`config.mk`:
```
export PLATFORM = sky130hd
export DESIGN_NAME = control_sequencer_flat
export DESIGN_NICKNAME = d
export VERILOG_FILES = /design/src/rtl/cpu_defs_pkg.sv /design/src/rtl/control_sequencer_if.sv /design/src/rtl/opcode_decoder.sv /design/src/rtl/control_sequencer.sv /design/src/flat_wrapper.sv
export SDC_FILE = /design/constraint.sdc
export NUM_CORES = 1
export LEC_CHECK = 0
export CAP_MARGIN = 20
export CORE_ASPECT_RATIO = 0.8
export CORE_MARGIN = 4
export CORE_UTILIZATION = 37
export CTS_BUF_LIST = sky130_fd_sc_hd__clkbuf_16
export CTS_CLUSTER_DIAMETER = 150
export CTS_CLUSTER_SIZE = 8
export DETAILED_ROUTE_END_ITERATION = 6
export PLACE_DENSITY = 0.86
export SKIP_CTS_REPAIR_TIMING = 1
export SLEW_MARGIN = 20
export SYNTH_ARGS = -nofsm -noshare
export SYNTH_HDL_FRONTEND = slang
export SYNTH_SLANG_ARGS = --single-unit
```
`constraint.sdc`:
```
create_clock -name clk -period 5.24 [get_ports clk]
set_clock_uncertainty 0.05 [all_clocks]
set_input_delay 0.524 -clock clk [delete_from_list [all_inputs] [get_ports clk]]
set_output_delay 0.524 -clock clk [all_outputs]
set_load 0.005 [all_outputs]
```
`src/rtl/cpu_defs_pkg.sv`:
```
// Shared definitions for the control sequencer: opcodes, ALU codes,
// sequencer states and instruction classes.
package cpu_defs_pkg;

  localparam logic [4:0] OP_LD   = 5'b00000;
  localparam logic [4:0] OP_LDI  = 5'b00001;
  localparam logic [4:0] OP_ST   = 5'b00010;
  localparam logic [4:0] OP_ADD  = 5'b00011;
  localparam logic [4:0] OP_SUB  = 5'b00100;
  localparam logic [4:0] OP_AND  = 5'b01001;
  localparam logic [4:0] OP_OR   = 5'b01010;
  localparam logic [4:0] OP_NOP  = 5'b11010;
  localparam logic [4:0] OP_HALT = 5'b11011;

  localparam logic [4:0] ALU_NOP = 5'b00000;
  localparam logic [4:0] ALU_ADD = 5'b00011;

  typedef enum logic [3:0] {
    S_RST, S_T0, S_T1, S_T2, S_T3, S_T4, S_T5, S_T6, S_T7, S_HALT
  } state_t;

  typedef enum logic [2:0] {
    IC_ALU, IC_LD, IC_LDI, IC_ST, IC_NOP, IC_HALT, IC_ILLEGAL
  } iclass_t;

  // True on the final state of the instruction class, where stop is honoured.
  function automatic logic is_last(input state_t s, input iclass_t c);
    case (c)
      IC_ALU, IC_LDI:            is_last = (s == S_T5);
      IC_LD, IC_ST:              is_last = (s == S_T7);
      IC_NOP, IC_HALT, IC_ILLEGAL: is_last = (s == S_T3);
      default:                   is_last = 1'b0;
    endcase
  endfunction

endpackage

```
`src/rtl/control_sequencer_if.sv`:
```
// Instruction/start/stop inputs and all control outputs of the sequencer.
interface control_sequencer_if;
  logic [31:0] ir;
  logic        start;
  logic        stop;
  logic        PCout, Zlowout, MDRout, BAout, Cout;
  logic        MARIn, ZIn, PCIn, MDRIn, IRIn, YIn;
  logic        Gra, Grb, Grc, Rin, Rout;
  logic        IncPC, read, write;
  logic [4:0]  alu_op;
  logic        run;
  logic        illegal;

  modport master (
    output ir, start, stop,
    input  PCout, Zlowout, MDRout, BAout, Cout,
    input  MARIn, ZIn, PCIn, MDRIn, IRIn, YIn,
    input  Gra, Grb, Grc, Rin, Rout,
    input  IncPC, read, write, alu_op, run, illegal
  );

  modport slave (
    input  ir, start, stop,
    output PCout, Zlowout, MDRout, BAout, Cout,
    output MARIn, ZIn, PCIn, MDRIn, IRIn, YIn,
    output Gra, Grb, Grc, Rin, Rout,
    output IncPC, read, write, alu_op, run, illegal
  );
endinterface

```
`src/rtl/opcode_decoder.sv`:
```
// Maps the 5-bit opcode onto an instruction class; unlisted opcodes are illegal.
module opcode_decoder
  import cpu_defs_pkg::*;
(
  input  logic [4:0] opcode,
  output iclass_t    iclass
);

  // Opcode to class lookup
  always_comb begin
    case (opcode)
      OP_ADD, OP_SUB, OP_AND, OP_OR: iclass = IC_ALU;
      OP_LD:                         iclass = IC_LD;
      OP_LDI:                        iclass = IC_LDI;
      OP_ST:                         iclass = IC_ST;
      OP_NOP:                        iclass = IC_NOP;
      OP_HALT:                       iclass = IC_HALT;
      default:                       iclass = IC_ILLEGAL;
    endcase
  end

endmodule

```
`src/rtl/control_sequencer.sv`:
```
// Hardwired T-state control unit: steps T0..T7 per instruction class and
// decodes every control output from the current state and ir.
module control_sequencer
  import cpu_defs_pkg::*;
(
  input  logic                clk,
  input  logic                clear_n,
  control_sequencer_if.slave  bus
);

  state_t     state;
  iclass_t    iclass;
  state_t     end_state;
  logic [4:0] opcode;
  logic       unused_ir_bits;

  assign opcode         = bus.ir[31:27];
  assign unused_ir_bits = ^bus.ir[26:0];
  assign end_state      = (iclass == IC_HALT || bus.stop) ? S_HALT : S_T0;

  opcode_decoder u_dec (
    .opcode (opcode),
    .iclass (iclass)
  );

  // State register; clear_n abandons any instruction in flight
  always_ff @(posedge clk) begin
    if (!clear_n) begin
      state <= S_RST;
    end else begin
      case (state)
        S_RST:  state <= S_T0;
        S_T0:   state <= S_T1;
        S_T1:   state <= S_T2;
        S_T2:   state <= S_T3;
        S_T3:   state <= is_last(S_T3, iclass) ? end_state : S_T4;
        S_T4:   state <= S_T5;
        S_T5:   state <= is_last(S_T5, iclass) ? end_state : S_T6;
        S_T6:   state <= S_T7;
        S_T7:   state <= end_state;
        S_HALT: state <= bus.start ? S_T0 : S_HALT;
        default: state <= S_RST;
      endcase
    end
  end

  // Control decode from state and instruction class
  always_comb begin
    bus.PCout = 1'b0; bus.Zlowout = 1'b0; bus.MDRout = 1'b0;
    bus.BAout = 1'b0; bus.Cout = 1'b0;
    bus.MARIn = 1'b0; bus.ZIn = 1'b0; bus.PCIn = 1'b0;
    bus.MDRIn = 1'b0; bus.IRIn = 1'b0; bus.YIn = 1'b0;
    bus.Gra = 1'b0; bus.Grb = 1'b0; bus.Grc = 1'b0;
    bus.Rin = 1'b0; bus.Rout = 1'b0;
    bus.IncPC = 1'b0; bus.read = 1'b0; bus.write = 1'b0;
    bus.alu_op = ALU_NOP;
    bus.illegal = 1'b0;
    bus.run = (state != S_RST) && (state != S_HALT);
    case (state)
      S_T0: begin
        bus.PCout = 1'b1; bus.MARIn = 1'b1; bus.IncPC = 1'b1; bus.ZIn = 1'b1;
      end
      S_T1: begin
        bus.Zlowout = 1'b1; bus.PCIn = 1'b1; bus.read = 1'b1; bus.MDRIn = 1'b1;
      end
      S_T2: begin
        bus.MDRout = 1'b1; bus.IRIn = 1'b1;
      end
      S_T3: begin
        if (iclass == IC_ALU) begin
          bus.Grb = 1'b1; bus.Rout = 1'b1; bus.YIn = 1'b1;
        end else if (iclass == IC_LD || iclass == IC_LDI || iclass == IC_ST) begin
          bus.Grb = 1'b1; bus.BAout = 1'b1; bus.YIn = 1'b1;
        end else begin
          bus.illegal = (iclass == IC_ILLEGAL);
        end
      end
      S_T4: begin
        if (iclass == IC_ALU) begin
          bus.Grc = 1'b1; bus.Rout = 1'b1; bus.ZIn = 1'b1; bus.alu_op = opcode;
        end else if (iclass == IC_LD || iclass == IC_LDI || iclass == IC_ST) begin
          bus.Cout = 1'b1; bus.ZIn = 1'b1; bus.alu_op = ALU_ADD;
        end else begin
          bus.alu_op = ALU_NOP;
        end
      end
      S_T5: begin
        bus.Zlowout = 1'b1;
        if (iclass == IC_ALU || iclass == IC_LDI) begin
          bus.Gra = 1'b1; bus.Rin = 1'b1;
        end else begin
          bus.MARIn = 1'b1;
        end
      end
      S_T6: begin
        // ld pulls memory into MDR; st loads MDR from the source register
        bus.MDRIn = 1'b1;
        if (iclass == IC_ST) begin
          bus.Gra = 1'b1; bus.Rout = 1'b1;
        end else begin
          bus.read = 1'b1;
        end
      end
      S_T7: begin
        if (iclass == IC_ST) begin
          bus.write = 1'b1;
        end else begin
          bus.MDRout = 1'b1; bus.Gra = 1'b1; bus.Rin = 1'b1;
        end
      end
      default: begin
        bus.run = 1'b0;
      end
    endcase
  end

endmodule

```
`src/flat_wrapper.sv`:
```
// flat-port wrapper written by rule: the top's interface ports become plain ports
module control_sequencer_flat import cpu_defs_pkg::*;
  (clk, clear_n, bus_ir, bus_start, bus_stop, bus_PCout, bus_Zlowout, bus_MDRout, bus_BAout, bus_Cout, bus_MARIn, bus_ZIn, bus_PCIn, bus_MDRIn, bus_IRIn, bus_YIn, bus_Gra, bus_Grb, bus_Grc, bus_Rin, bus_Rout, bus_IncPC, bus_read, bus_write, bus_alu_op, bus_run, bus_illegal);
  control_sequencer_if bus_i ();
  input  logic clk;
  input  logic clear_n;
  input wire logic [$bits(bus_i.ir)-1:0] bus_ir;
  input wire logic [$bits(bus_i.start)-1:0] bus_start;
  input wire logic [$bits(bus_i.stop)-1:0] bus_stop;
  output wire logic [$bits(bus_i.PCout)-1:0] bus_PCout;
  output wire logic [$bits(bus_i.Zlowout)-1:0] bus_Zlowout;
  output wire logic [$bits(bus_i.MDRout)-1:0] bus_MDRout;
  output wire logic [$bits(bus_i.BAout)-1:0] bus_BAout;
  output wire logic [$bits(bus_i.Cout)-1:0] bus_Cout;
  output wire logic [$bits(bus_i.MARIn)-1:0] bus_MARIn;
  output wire logic [$bits(bus_i.ZIn)-1:0] bus_ZIn;
  output wire logic [$bits(bus_i.PCIn)-1:0] bus_PCIn;
  output wire logic [$bits(bus_i.MDRIn)-1:0] bus_MDRIn;
  output wire logic [$bits(bus_i.IRIn)-1:0] bus_IRIn;
  output wire logic [$bits(bus_i.YIn)-1:0] bus_YIn;
  output wire logic [$bits(bus_i.Gra)-1:0] bus_Gra;
  output wire logic [$bits(bus_i.Grb)-1:0] bus_Grb;
  output wire logic [$bits(bus_i.Grc)-1:0] bus_Grc;
  output wire logic [$bits(bus_i.Rin)-1:0] bus_Rin;
  output wire logic [$bits(bus_i.Rout)-1:0] bus_Rout;
  output wire logic [$bits(bus_i.IncPC)-1:0] bus_IncPC;
  output wire logic [$bits(bus_i.read)-1:0] bus_read;
  output wire logic [$bits(bus_i.write)-1:0] bus_write;
  output wire logic [$bits(bus_i.alu_op)-1:0] bus_alu_op;
  output wire logic [$bits(bus_i.run)-1:0] bus_run;
  output wire logic [$bits(bus_i.illegal)-1:0] bus_illegal;
  assign bus_i.ir = bus_ir;
  assign bus_i.start = bus_start;
  assign bus_i.stop = bus_stop;
  assign bus_PCout = bus_i.PCout;
  assign bus_Zlowout = bus_i.Zlowout;
  assign bus_MDRout = bus_i.MDRout;
  assign bus_BAout = bus_i.BAout;
  assign bus_Cout = bus_i.Cout;
  assign bus_MARIn = bus_i.MARIn;
  assign bus_ZIn = bus_i.ZIn;
  assign bus_PCIn = bus_i.PCIn;
  assign bus_MDRIn = bus_i.MDRIn;
  assign bus_IRIn = bus_i.IRIn;
  assign bus_YIn = bus_i.YIn;
  assign bus_Gra = bus_i.Gra;
  assign bus_Grb = bus_i.Grb;
  assign bus_Grc = bus_i.Grc;
  assign bus_Rin = bus_i.Rin;
  assign bus_Rout = bus_i.Rout;
  assign bus_IncPC = bus_i.IncPC;
  assign bus_read = bus_i.read;
  assign bus_write = bus_i.write;
  assign bus_alu_op = bus_i.alu_op;
  assign bus_run = bus_i.run;
  assign bus_illegal = bus_i.illegal;
  control_sequencer u_core (.clk(clk), .clear_n(clear_n), .bus(bus_i));
endmodule
```
=== After elaboration in Yosys (flattened, before gate mapping) ===
Memories as Yosys holds them, arrays and structs flattened.
Index checks and enable logic that the tools add are counted.

* Bits in registers: 4
* ROM bits: 96
* Bits of input ports: 36
* Output and inout port bits: 26
* Memories kept: 1

{| class="wikitable"
|+ Memory list
! name !! words !! bits a word !! rd ports !! clocked after memory_dff !! write ports !! line !! source
|-
| (name not given) || 32 || 3 || 1 || 0 || 0 || opcode_decoder.sv:11 || <nowiki>case (opcode)</nowiki>
|}

* Eq/ne operators: 16
* Muxes and demuxes: 43
* Reduce and logical (&&, ||, !) cells: 14

{| class="wikitable"
|+ Operators by type and width
! cell !! count
|-
| 4-bit one-hot mux with 10 select lines || 1
|-
| 1-bit 2-to-1 mux || 28
|-
| 4-bit by 3-bit == test with 1-bit output (second input constant) || 4
|-
| 4-bit 2-to-1 mux || 4
|-
| 1-bit one-hot mux with 2 select lines || 6
|-
| 5-bit 2-to-1 mux || 2
|-
| 3-bit == test (second input constant) || 3
|-
| 4-bit by 2-bit == test with 1-bit output (second input constant) || 2
|-
| 4-bit == test (second input constant) || 2
|-
| 2-bit OR reduction || 4
|-
| 8-bit OR reduction || 1
|-
| 3-bit by 2-bit == test with 1-bit output (second input constant) || 2
|-
| 4-bit by 1-bit == test with 1-bit output (second input constant) || 1
|-
| 4-bit zero test || 1
|-
| 1-bit logical OR || 4
|-
| 4-bit inequality test (second input constant) || 1
|-
| 4-bit nonzero test || 1
|-
| 3-bit by 1-bit == test with 1-bit output (second input constant) || 1
|-
| 3-bit zero test || 1
|-
| 1-bit one-hot mux with 3 select lines || 1
|-
| 3-bit OR reduction || 1
|-
| 2-bit 2-to-1 mux || 1
|-
| 1-bit logical AND || 1
|}

=== Longest topological paths before layout ===
An unclocked memory read counts as a cell.

* Depth in word-level cells: 8
* Mapped depth: 7
* Depth with buffers taken out: 7

=== Cells and area by module ===
A second synthesis with hierarchy kept.

* Cell total of the unflattened synthesis: 99
* Area, all modules: 676.9 um^2

{| class="wikitable"
|+ Modules (own cells, without submodules)
! module !! times used !! cells an instance !! area an instance (um^2)
|-
| control_sequencer || 1 || 80 || 544.3
|-
| opcode_decoder || 1 || 19 || 132.6
|}

=== Worst setup path before layout ===
No wires, ideal clock.

* Path kind: input port to output port
* Start point: in bus_ir[27]
* End point: out bus_Gra
* Data arrival time: 1.906 ns
* Slack: 2.760 ns
* Stages: 7
* Buffers on the path: 0
* Cell sequence: inv_1 ha_1 or4_4 o211a_2 nand4_4 nand3_2 o211ai_2

* Word-level cells in the longest chain between the ends: 5

{| class="wikitable"
|+ RTL lines
! what !! line !! source
|-
| start, declared || flat_wrapper.sv:7 || <nowiki>input wire logic [$bits(bus_i.ir)-1:0] bus_ir;</nowiki>
|-
| memory 32 x 3 bit * || n/a ||
|-
| 3-bit by 2-bit == test with 1-bit output / 3-bit zero test (equally long branches) || control_sequencer.sv:89 || <nowiki>if (iclass == IC_ALU || iclass == IC_LDI) begin</nowiki>
|-
| 1-bit logical OR || control_sequencer.sv:89 ||
|-
| 1-bit 2-to-1 mux || control_sequencer.sv:89 ||
|-
| 1-bit one-hot mux with 3 select lines * || control_sequencer.sv:59 || <nowiki>case (state)</nowiki>
|-
| end, declared || flat_wrapper.sv:21 || <nowiki>output wire logic [$bits(bus_i.Gra)-1:0] bus_Gra;</nowiki>
|}

Mark *: on every way between the ends. The rest lies on a longest branch, timed or not.

=== Worst setup path after layout ===
* Start point: in bus_ir[28]
* End point: out bus_Gra

The elaborated chain is that of the path after synthesis.

==> impl_metrics.ini <==
[run_status]
outcome = complete, no violations

[routing]
route.detailed.drc = 0
drtPass1Iterations = 4
avgRoutedWirePerCell_um = 13.2
drtAntennaViolNets = 0
wl_met2_um = 1060
wl_met3_um = 135
num_vias = 909
met1_length_um = 1010
wirelength_um = 2210
top_layer = met3
drtIter0Drc = 31
vias_per_cell = 5.44

[sta]
worst_pin_slew_ns = 0.561
finalSetupViolCount = 0
setup_ws_ns = 1.56
tns_ns = 0
max_freq_mhz = 272
rsz0062_at_grt = no
slew_violations = 0
min_period_ns = 3.68
fin_crit_sh_pct = 70.3
hold_viol_final = 0
whs_ns = 0.719
relSlewSlack_pct = 62.5

[worst_setup_path]
endpoint_kind = primary output
worstPathMaxFanout = 5
critical_path_class = in2out
crit_buf_inv = 3
slowest_stage = clkdlybuf4s50_1
start_kind = primary input
cp_common_cell = clkdlybuf4s50_1
crit_chain = clkdlybuf4s50_1 > inv_1 > ha_1 > or4_4 > o211a_2 > nand4_4 > nand3_2 > o211ai_2 > clkdlybuf4s50_1
critPathArrivalTime_ns = 3.11
crit_cells = 9
max_stage_delay_ns = 0.57
rr_worst_depth = 5
critPathTopFamily = buffers and inverters
required_ns = 4.67

[grt]
grt_use_total_pct = 15.1
grt-ovfl-total = 0
grt_pass1_vias = 868
antenna_found_initial = 0
grt_pass1_wl_um = 3760
grt_max_degree = 19

[clock_tree]
cts_made_buffers = 3
htreeDepth = 1
root_buffer = clkbuf_16
clkSinkCount = 4
clk_latency_ns = 0.22
clk_pin_slew_ns = 0.03
max-clock-path-buffers = 2
tritoncts = done

[synthesis]
ys_seq_area_share_pct = 9.44
synth_nets = 157
syn_area_um2 = 848
syn_inst = 118
synth_top_flop_cell = dfxtp_1
synth_warnings = 0
synth_edf_count = 0
ys_seq_elements = 4
synth.distinct_cells = 43
async_reset_ff_share_pct = 0
syn_avg_cell_area_um2 = 7.19

[final_layout]
largest_reg_flops = 4
area_growth_pct = 41.3
diodes = 0
utilization_pct = 55.1
fin_nets = 183
post_route_cells_drive_above_1_share_pct = 13.4
reg_top3 = u_core.state x4
largest-register = u_core.state

[power_and_ir_drop]
p_leak_nw = 0.442
total_power_uw = 223
power.density_mw_per_mm2 = 186
p_clk_share_pct = 52.9
vdd_ir_drop_max_mv = 0.157
pwr-share-seq_pct = 17.7
p_int_uw = 164
power.switching_uw = 59.3
switching_share_pct = 26.5
p_comb_share_pct = 29.4

[floorplanning]
initial_core_util_pct = 39.0
fp.dieW_um = 61.5
fp-row-count = 15
coreArea_mm2 = 0.00218
dieArea_mm2 = 0.00313
io_pins = 62
die_h_um = 50.8

[min_path]
hold_path_class = reg2reg
min_path_cells = 1

[flow_run]
cap_violations = 0

[placement]
place_worst_setup_slack_ns = 1.56
hpwl_um = 1750
place.gp.congestion = 0.817
portBuffers = 33
[per-stage QoR]
| step | std cells | instance area [um2] |
|---|---|---|
| 2_1_floorplan | 118 | 848 |
| 3_3_place_gp | 164 | 1120 |
| 3_5_place_dp | 164 | 1120 |
| 4_1_cts | 167 | 1200 |
| 5_1_grt | 167 | 1200 |
| 6_report | 167 | 1200 |
[layer usage]
metal | vias to the layer above | global-route usage [%]
met1 | 417 | 20.0
met5 | - | 0
met4 | 0 | 2.12
met3 | 0 | 2.02
li1 | 463 | -
met2 | 29 | 26.3
[synthesized netlist by cell type (2+ instances only)]
library cell / number / area, um2
clkbuf_1: 5 / 18.8
a21oi_2: 2 / 17.5
inv_1: 4 / 15.0
nor2_1: 15 / 56.3
nand2_1: 9 / 33.8
and2_1: 4 / 25.0
nor2b_1: 6 / 37.5
o211ai_2: 2 / 25.0
buf_6: 4 / 45.0
or3_1: 3 / 18.8
ha_1: 3 / 37.5
and3_1: 2 / 12.5
dfxtp_1: 4 / 80.1
a21oi_1: 4 / 20.0
nor3_1: 7 / 35.0
buf_4: 3 / 22.5
nand3_1: 6 / 30.0
nand3_2: 3 / 30.0
o22ai_1: 2 / 12.5
nand2b_1: 7 / 43.8
[cell families (layout without fill, tap and decap cells)]
| logic type | after synthesis | count (layout) | synth area share [%] |
|---|---|---|---|
| xor gates and xnor gates | 2 | 2 | 2.07 |
| other | 1 | 1 | 0.442 |
| AOI/OAI and AO/OA | 23 | 23 | 24.3 |
| and+or+nand+nor | 68 | 68 | 45.7 |
| muxes | 1 | 1 | 1.62 |
| adders and majority gates | 3 | 3 | 4.43 |
| DFF | 4 | 4 | 9.44 |
| buffers and inverters | 16 | 40 | 11.9 |
[power groups by stage]
stage / Clock [mW] / Combinational, mW / Sequential, mW
finish: 0.118 / 0.0657 / 0.0396
CTS: 0.119 / 0.0662 / 0.0394
detailed placement: 0 / 0.0660 / 0.0400
global route: 0.123 / 0.0725 / 0.0404
floorplan: 0 / 0.0483 / 0.0334
global placement: 0 / 0.0639 / 0.0395
[layout by cell type, fill, tap and decap left out, types with 3 or more instances in the layout]
| cell | Yosys | routed |
|---|---|---|
| clkdlybuf4s50_1 | 0 | 33 |
| nor2_1 | 15 | 15 |
| nand2_1 | 9 | 9 |
| nand2b_1 | 7 | 7 |
| nor3_1 | 7 | 7 |
| nand3_1 | 6 | 6 |
| nor2b_1 | 6 | 6 |
| inv_1 | 4 | 4 |
| and2_1 | 4 | 4 |
| a21oi_1 | 4 | 4 |
| dfxtp_1 | 4 | 4 |
| nand3_2 | 3 | 3 |
| or3_1 | 3 | 3 |
| ha_1 | 3 | 3 |
| clkbuf_16 | 0 | 3 |
[final timing paths]
check	start	to	slack, ns
hold reg to reg	u_core.state[3]$_SDFF_PN0_	u_core.state[1]$_SDFF_PN0_	0.72
setup / recovery	bus_ir[28]	bus_Gra	1.56
hold / removal	u_core.state[3]$_SDFF_PN0_	u_core.state[1]$_SDFF_PN0_	0.72
setup reg to reg	u_core.state[2]$_SDFF_PN0_	u_core.state[3]$_SDFF_PN0_	3.43
[final cells by class]
type,count,area [um2]
fillers,213,978
multi-input cells,98,667
flip-flops and latches,4,80.1
inverters,4,15.0
clock buffers,3,75.1
repair buffers,33,330
well taps,25,31.3
Note: power is estimated with default switching activity, not from simulation.
==> RTL edit 1, RTL diff (same settings) <==
Re-encode `state_t` (10 states) as Gray code, 4 bits wide.
--- a/src/rtl/cpu_defs_pkg.sv
+++ b/src/rtl/cpu_defs_pkg.sv
@@ -17,5 +17,5 @@
 
   typedef enum logic [3:0] {
-    S_RST, S_T0, S_T1, S_T2, S_T3, S_T4, S_T5, S_T6, S_T7, S_HALT
+    S_RST = 4'b0000, S_T0 = 4'b0001, S_T1 = 4'b0011, S_T2 = 4'b0010, S_T3 = 4'b0110, S_T4 = 4'b0111, S_T5 = 4'b0101, S_T6 = 4'b0100, S_T7 = 4'b1100, S_HALT = 4'b1101
   } state_t;
 
Check against the original RTL: no difference found for any inputs over 10 cycles, from zero or initial values; not proved beyond that.
==> RTL edit 1 against the original RTL <==
Hold slack worse by 0.099 ns; setup slack worse by 0.048 ns; global-route usage is 0.53 points higher; sequential cell count stayed put; cell area is 3.0% lower; wire length is 3.2% higher; register-to-register slack hardly changed; synthesized area is 6.8% lower; critical path type unchanged; highest routed layer is now met4.
Power is not compared: it rests on default switching activity, and its combinational part moved more than twofold at a synthesized area within 25%.
==> RTL edit 1: results (changes against the original RTL) <==
Final Critical Period - 3.730 ns (was 3.682 ns)
post-DP HPWL - 1767 microns (was 1751 microns)
First-pass DRT Iterations - 5 (was 4)
DP Area - 0.001087 sq mm (was 0.001124 sq mm)
Synth Net Count - 155 (was 157)
fillers - 180 (was 213)
Max FO, Critical Path - 10 (was 5)
Final Wtd Congestion - 0.8611 (was 0.8172)
layout cell share with drive strength beyond 1 - 0.09859 (was 0.1338)
M3 GR Usage - 0.01587 (was 0.02020)
Worst Hold Launch - u_core.state[2]$_SDFF_PN0_ (was u_core.state[3]$_SDFF_PN0_)
cell area after layout - 0.001162 sq mm (was 0.001199 sq mm)
Synth Flop Type - dfxtp_1 (unchanged)
IO Port Bufs - 33 (unchanged)
register area share after synthesis - 0.1013 (was 0.09440)
synth top area cells - dfxtp_1 (10%), nor2_1 (8.1%), nand2_1 (6.6%), o31ai_4 (5.4%), ha_1 (4.7%) (was dfxtp_1 (9.4%), nor2_1 (6.6%), buf_6 (5.3%), nand2b_1 (5.2%), ha_1 (4.4%))
Commonest cells post-synth - nor2_1 (17), nand2_1 (14), inv_1 (7) (was nor2_1 (15), nand2_1 (9), nand2b_1 (7), nor3_1 (7))
setup slack, reg-to-reg - 3.44 ns (was 3.43 ns)
mean post-synth cell area - 6.817 sq um (was 7.189 sq um)
Crit path arrival time - 3.16 ns (was 3.11 ns)
slowest CP cell - clkdlybuf4s50_1 (unchanged)
synth unique cells - 44 (was 43)
routing usage on met1 - 0.2200 (was 0.2003)
Total GRT Usage - 0.1567 (was 0.1515)
mux contribution to synthesized area - 0.01266 (was 0.01622)
DP Worst Slack - 1.536 ns (was 1.560 ns)
Worst-path clk slew - 0.03 ns (about the same)
vias in the first global route - 792 (was 868)
compound-gate portion of the synthesized area - 0.3149 (was 0.2434)
vias per cell - 5.801 (was 5.443)
Post-Synth Adder-Cell Area - 0.04747 (was 0.04425)
non-filler cells, final - 166 (was 167)
first-pass GRT wire length - 3746 microns (was 3760 microns)
DRT iter0 DRCs - 66 (was 31)
outcome - finished clean (unchanged)
met2 Use GR - 0.2428 (was 0.2631)
Detailed Route WL - 2277 microns (was 2206 microns)
Slew headroom - 0.6099 (was 0.6255)
xor/xnor share of the synthesized area - 0.01108 (was 0.02065)
largest net degree at the start of global routing - 21 (was 19)
Hold WS - 0.6193 ns (was 0.7188 ns)
max incr delay on CP - 0.52 ns (was 0.57 ns)
## RTL edit 1: cell types whose count changed after synthesis, sizes merged, moves of 2 or more
cell | before | now
or3 | 3 | 1
nand2 | 9 | 14
nor2 | 15 | 17
o22ai | 2 | 0
and2 | 4 | 1
nor2b | 6 | 4
nand3 | 9 | 3
a31oi | 1 | 3
inv | 4 | 7
o21a | 0 | 2
## RTL edit 1: kinds of logic after synthesis
family	count (synthesis)
flip-flops	4
buffers and inverters	17
other	1
adder cells (fa/ha/maj)	3
AO/OA/AOI/OAI	29
AND/OR/NAND/NOR	60
XOR/XNOR	1
multiplexers	1
## RTL edit 1: final cells by class
type | count | share of cell area
clock buffer | 3 | 0.06459
inverter | 7 | 0.02261
multi-input combinational | 95 | 0.5339
tap | 24 | 0.02583
sequential | 4 | 0.06889
timing repair buffer | 33 | 0.2842
## RTL edit 1: layer usage
layer | up-vias | part of all wire
met5 | - | 0
met2 | 61 | 0.47
met3 | 7 | 0.088
met4 | 0 | 0.017
li1 | 462 | -
met1 | 433 | 0.43
==> RTL edit 2, RTL diff (same flow settings) <==
Without the edit above. Add an input register stage for `clear_n`; this delays it by one clock. The other inputs are not delayed to match.
--- a/src/rtl/control_sequencer.sv
+++ b/src/rtl/control_sequencer.sv
@@ -8,4 +8,10 @@
   control_sequencer_if.slave  bus
 );
+
+  logic clear_n_q;
+
+  always_ff @(posedge clk) begin
+    clear_n_q <= clear_n;
+  end
 
   state_t     state;
@@ -26,5 +32,5 @@
   // State register; clear_n abandons any instruction in flight
   always_ff @(posedge clk) begin
-    if (!clear_n) begin
+    if (!clear_n_q) begin
       state <= S_RST;
     end else begin
Behaviour: not the same (Yosys sat finds a counterexample within 4 cycles, from zero or initial values).
==> RTL edit 2 against the original RTL <==
Sequential power grew 12%; setup slack lost 0.083 ns; synthesized area decreased by 7.8%; largest power group unchanged; wire length is 2.3% lower; cell count is 0.60% lower; register-to-register slack better by 0.15 ns; sequential cell count up 1; cell area fell by 3.1%; power increased by 3.7%; first-iteration DRC count grew 32%; highest routed layer is now met4.
==> RTL edit 2: results (changes against the original RTL) <==
post-DP HPWL - 1711 microns (was 1751 microns)
Max FO, Critical Path - 6 (was 5)
Total GRT Usage - 0.1564 (was 0.1515)
vias in the first global route - 828 (was 868)
layout cell share with drive strength beyond 1 - 0.07746 (was 0.1338)
detailed-route via count - 903 (was 909)
Final Wtd Congestion - 0.9299 (was 0.8172)
multi-input gates - 90 (was 98)
compound-gate portion of the synthesized area - 0.2448 (was 0.2434)
outcome - finished clean (unchanged)
mux contribution to synthesized area - 0 (was 0.01622)
Synth Net Count - 153 (was 157)
leakage power - 0.4620 nW (was 0.4417 nW)
CLK BUF - 3 (unchanged)
Logic pwr share - 0.280 (was 0.294)
Placed Instances - 162 (was 164)
synth unique cells - 41 (was 43)
largest net degree at the start of global routing - 13 (was 19)
slowest CP cell - clkdlybuf4s50_1 (unchanged)
area occupied by multi-input gates - 584.3 sq um (was 666.9 sq um)
register area share after synthesis - 0.1280 (was 0.09440)
clock network area share - 0.06789 (was 0.06263)
synth top area cells - dfxtp_1 (13%), nor2_1 (8.6%), nand2_1 (5.8%), ha_1 (4.8%), inv_1 (4.8%) (was dfxtp_1 (9.4%), nor2_1 (6.6%), buf_6 (5.3%), nand2b_1 (5.2%), ha_1 (4.4%))
DRT iter0 DRCs - 41 (was 31)
biggest regs - u_core.state x4, u_core.clear_n_q x1 (was u_core.state x4)
Reg with most FFs - u_core.state (unchanged)
Post-Synth Adder-Cell Area - 0.04800 (was 0.04425)
fillers - 175 (was 213)
peak supply drop - 0.2045 mV (was 0.1567 mV)
layout net count - 182 (was 183)
mean post-synth cell area - 6.860 sq um (was 7.189 sq um)
clock latency on the worst-skew pair - 0.23 ns
Commonest cells post-synth - nor2_1 (18), nand2_1 (12), inv_1 (10) (was nor2_1 (15), nand2_1 (9), nand2b_1 (7), nor3_1 (7))
Internal - 0.1715 mW (was 0.1641 mW)
Flop pwr share - 0.192 (was 0.177)
Seq cells - 5 (was 4)
Layout non-clock buf frac - 0.2845 (was 0.2756)
setup slack, reg-to-reg - 3.58 ns (was 3.43 ns)
Logic inverters - 10 (was 4)
Avg WL per Cell - 12.99 microns (was 13.21 microns)
xor/xnor share of the synthesized area - 0.03360 (was 0.02065)
max-cap viol count - 0 (unchanged)
PD cells - 199.6 mW/mm^2 (was 186.3 mW/mm^2)
Max Fclk - 265.6 MHz (was 271.6 MHz)
non-filler cells, final - 166 (was 167)
first-pass GRT wire length - 3657 microns (was 3760 microns)
sequential portion of the cell area - 0.08621 (was 0.06681)
Crit path arrival time - 3.19 ns (was 3.11 ns)
Hold WS - 0.4493 ns (was 0.7188 ns)
IO Port Bufs - 33 (unchanged)
row count - 14 (was 15)
DP Worst Slack - 1.521 ns (was 1.560 ns)
register area - 100.1 sq um (was 80.08 sq um)
DP Area - 0.001082 sq mm (was 0.001124 sq mm)
[RTL edit 2: path summary, 6_finish.rpt]
kind                                   start                    endpoint  depth (start not counted)
hold reg to reg     u_core.clear_n_q$_DFF_P_  u_core.state[1]$_SDFF_PN0_                          1
setup / recovery                  bus_ir[28]               bus_alu_op[3]                          8
hold / removal      u_core.clear_n_q$_DFF_P_  u_core.state[1]$_SDFF_PN0_                          1
setup reg to reg  u_core.state[0]$_SDFF_PN0_  u_core.state[3]$_SDFF_PN0_                          5
[RTL edit 2: kinds of logic (layout without fill, tap and decap cells)]
group                      count (synthesis)  count (layout)
other                                      1               1
DFF                                        5               5
buffers and inverters                     19              47
adders and majority gates                  3               3
AOI/OAI and AO/OA                         24              24
xor gates and xnor gates                   3               3
and+or+nand+nor                           59              59
[RTL edit 2: metal layers]
layer	track usage	share of wire
met5	0	0
met4	0.04151	0.0093
met3	0.03968	0.092
met2	0.2418	0.44
met1	0.2116	0.46
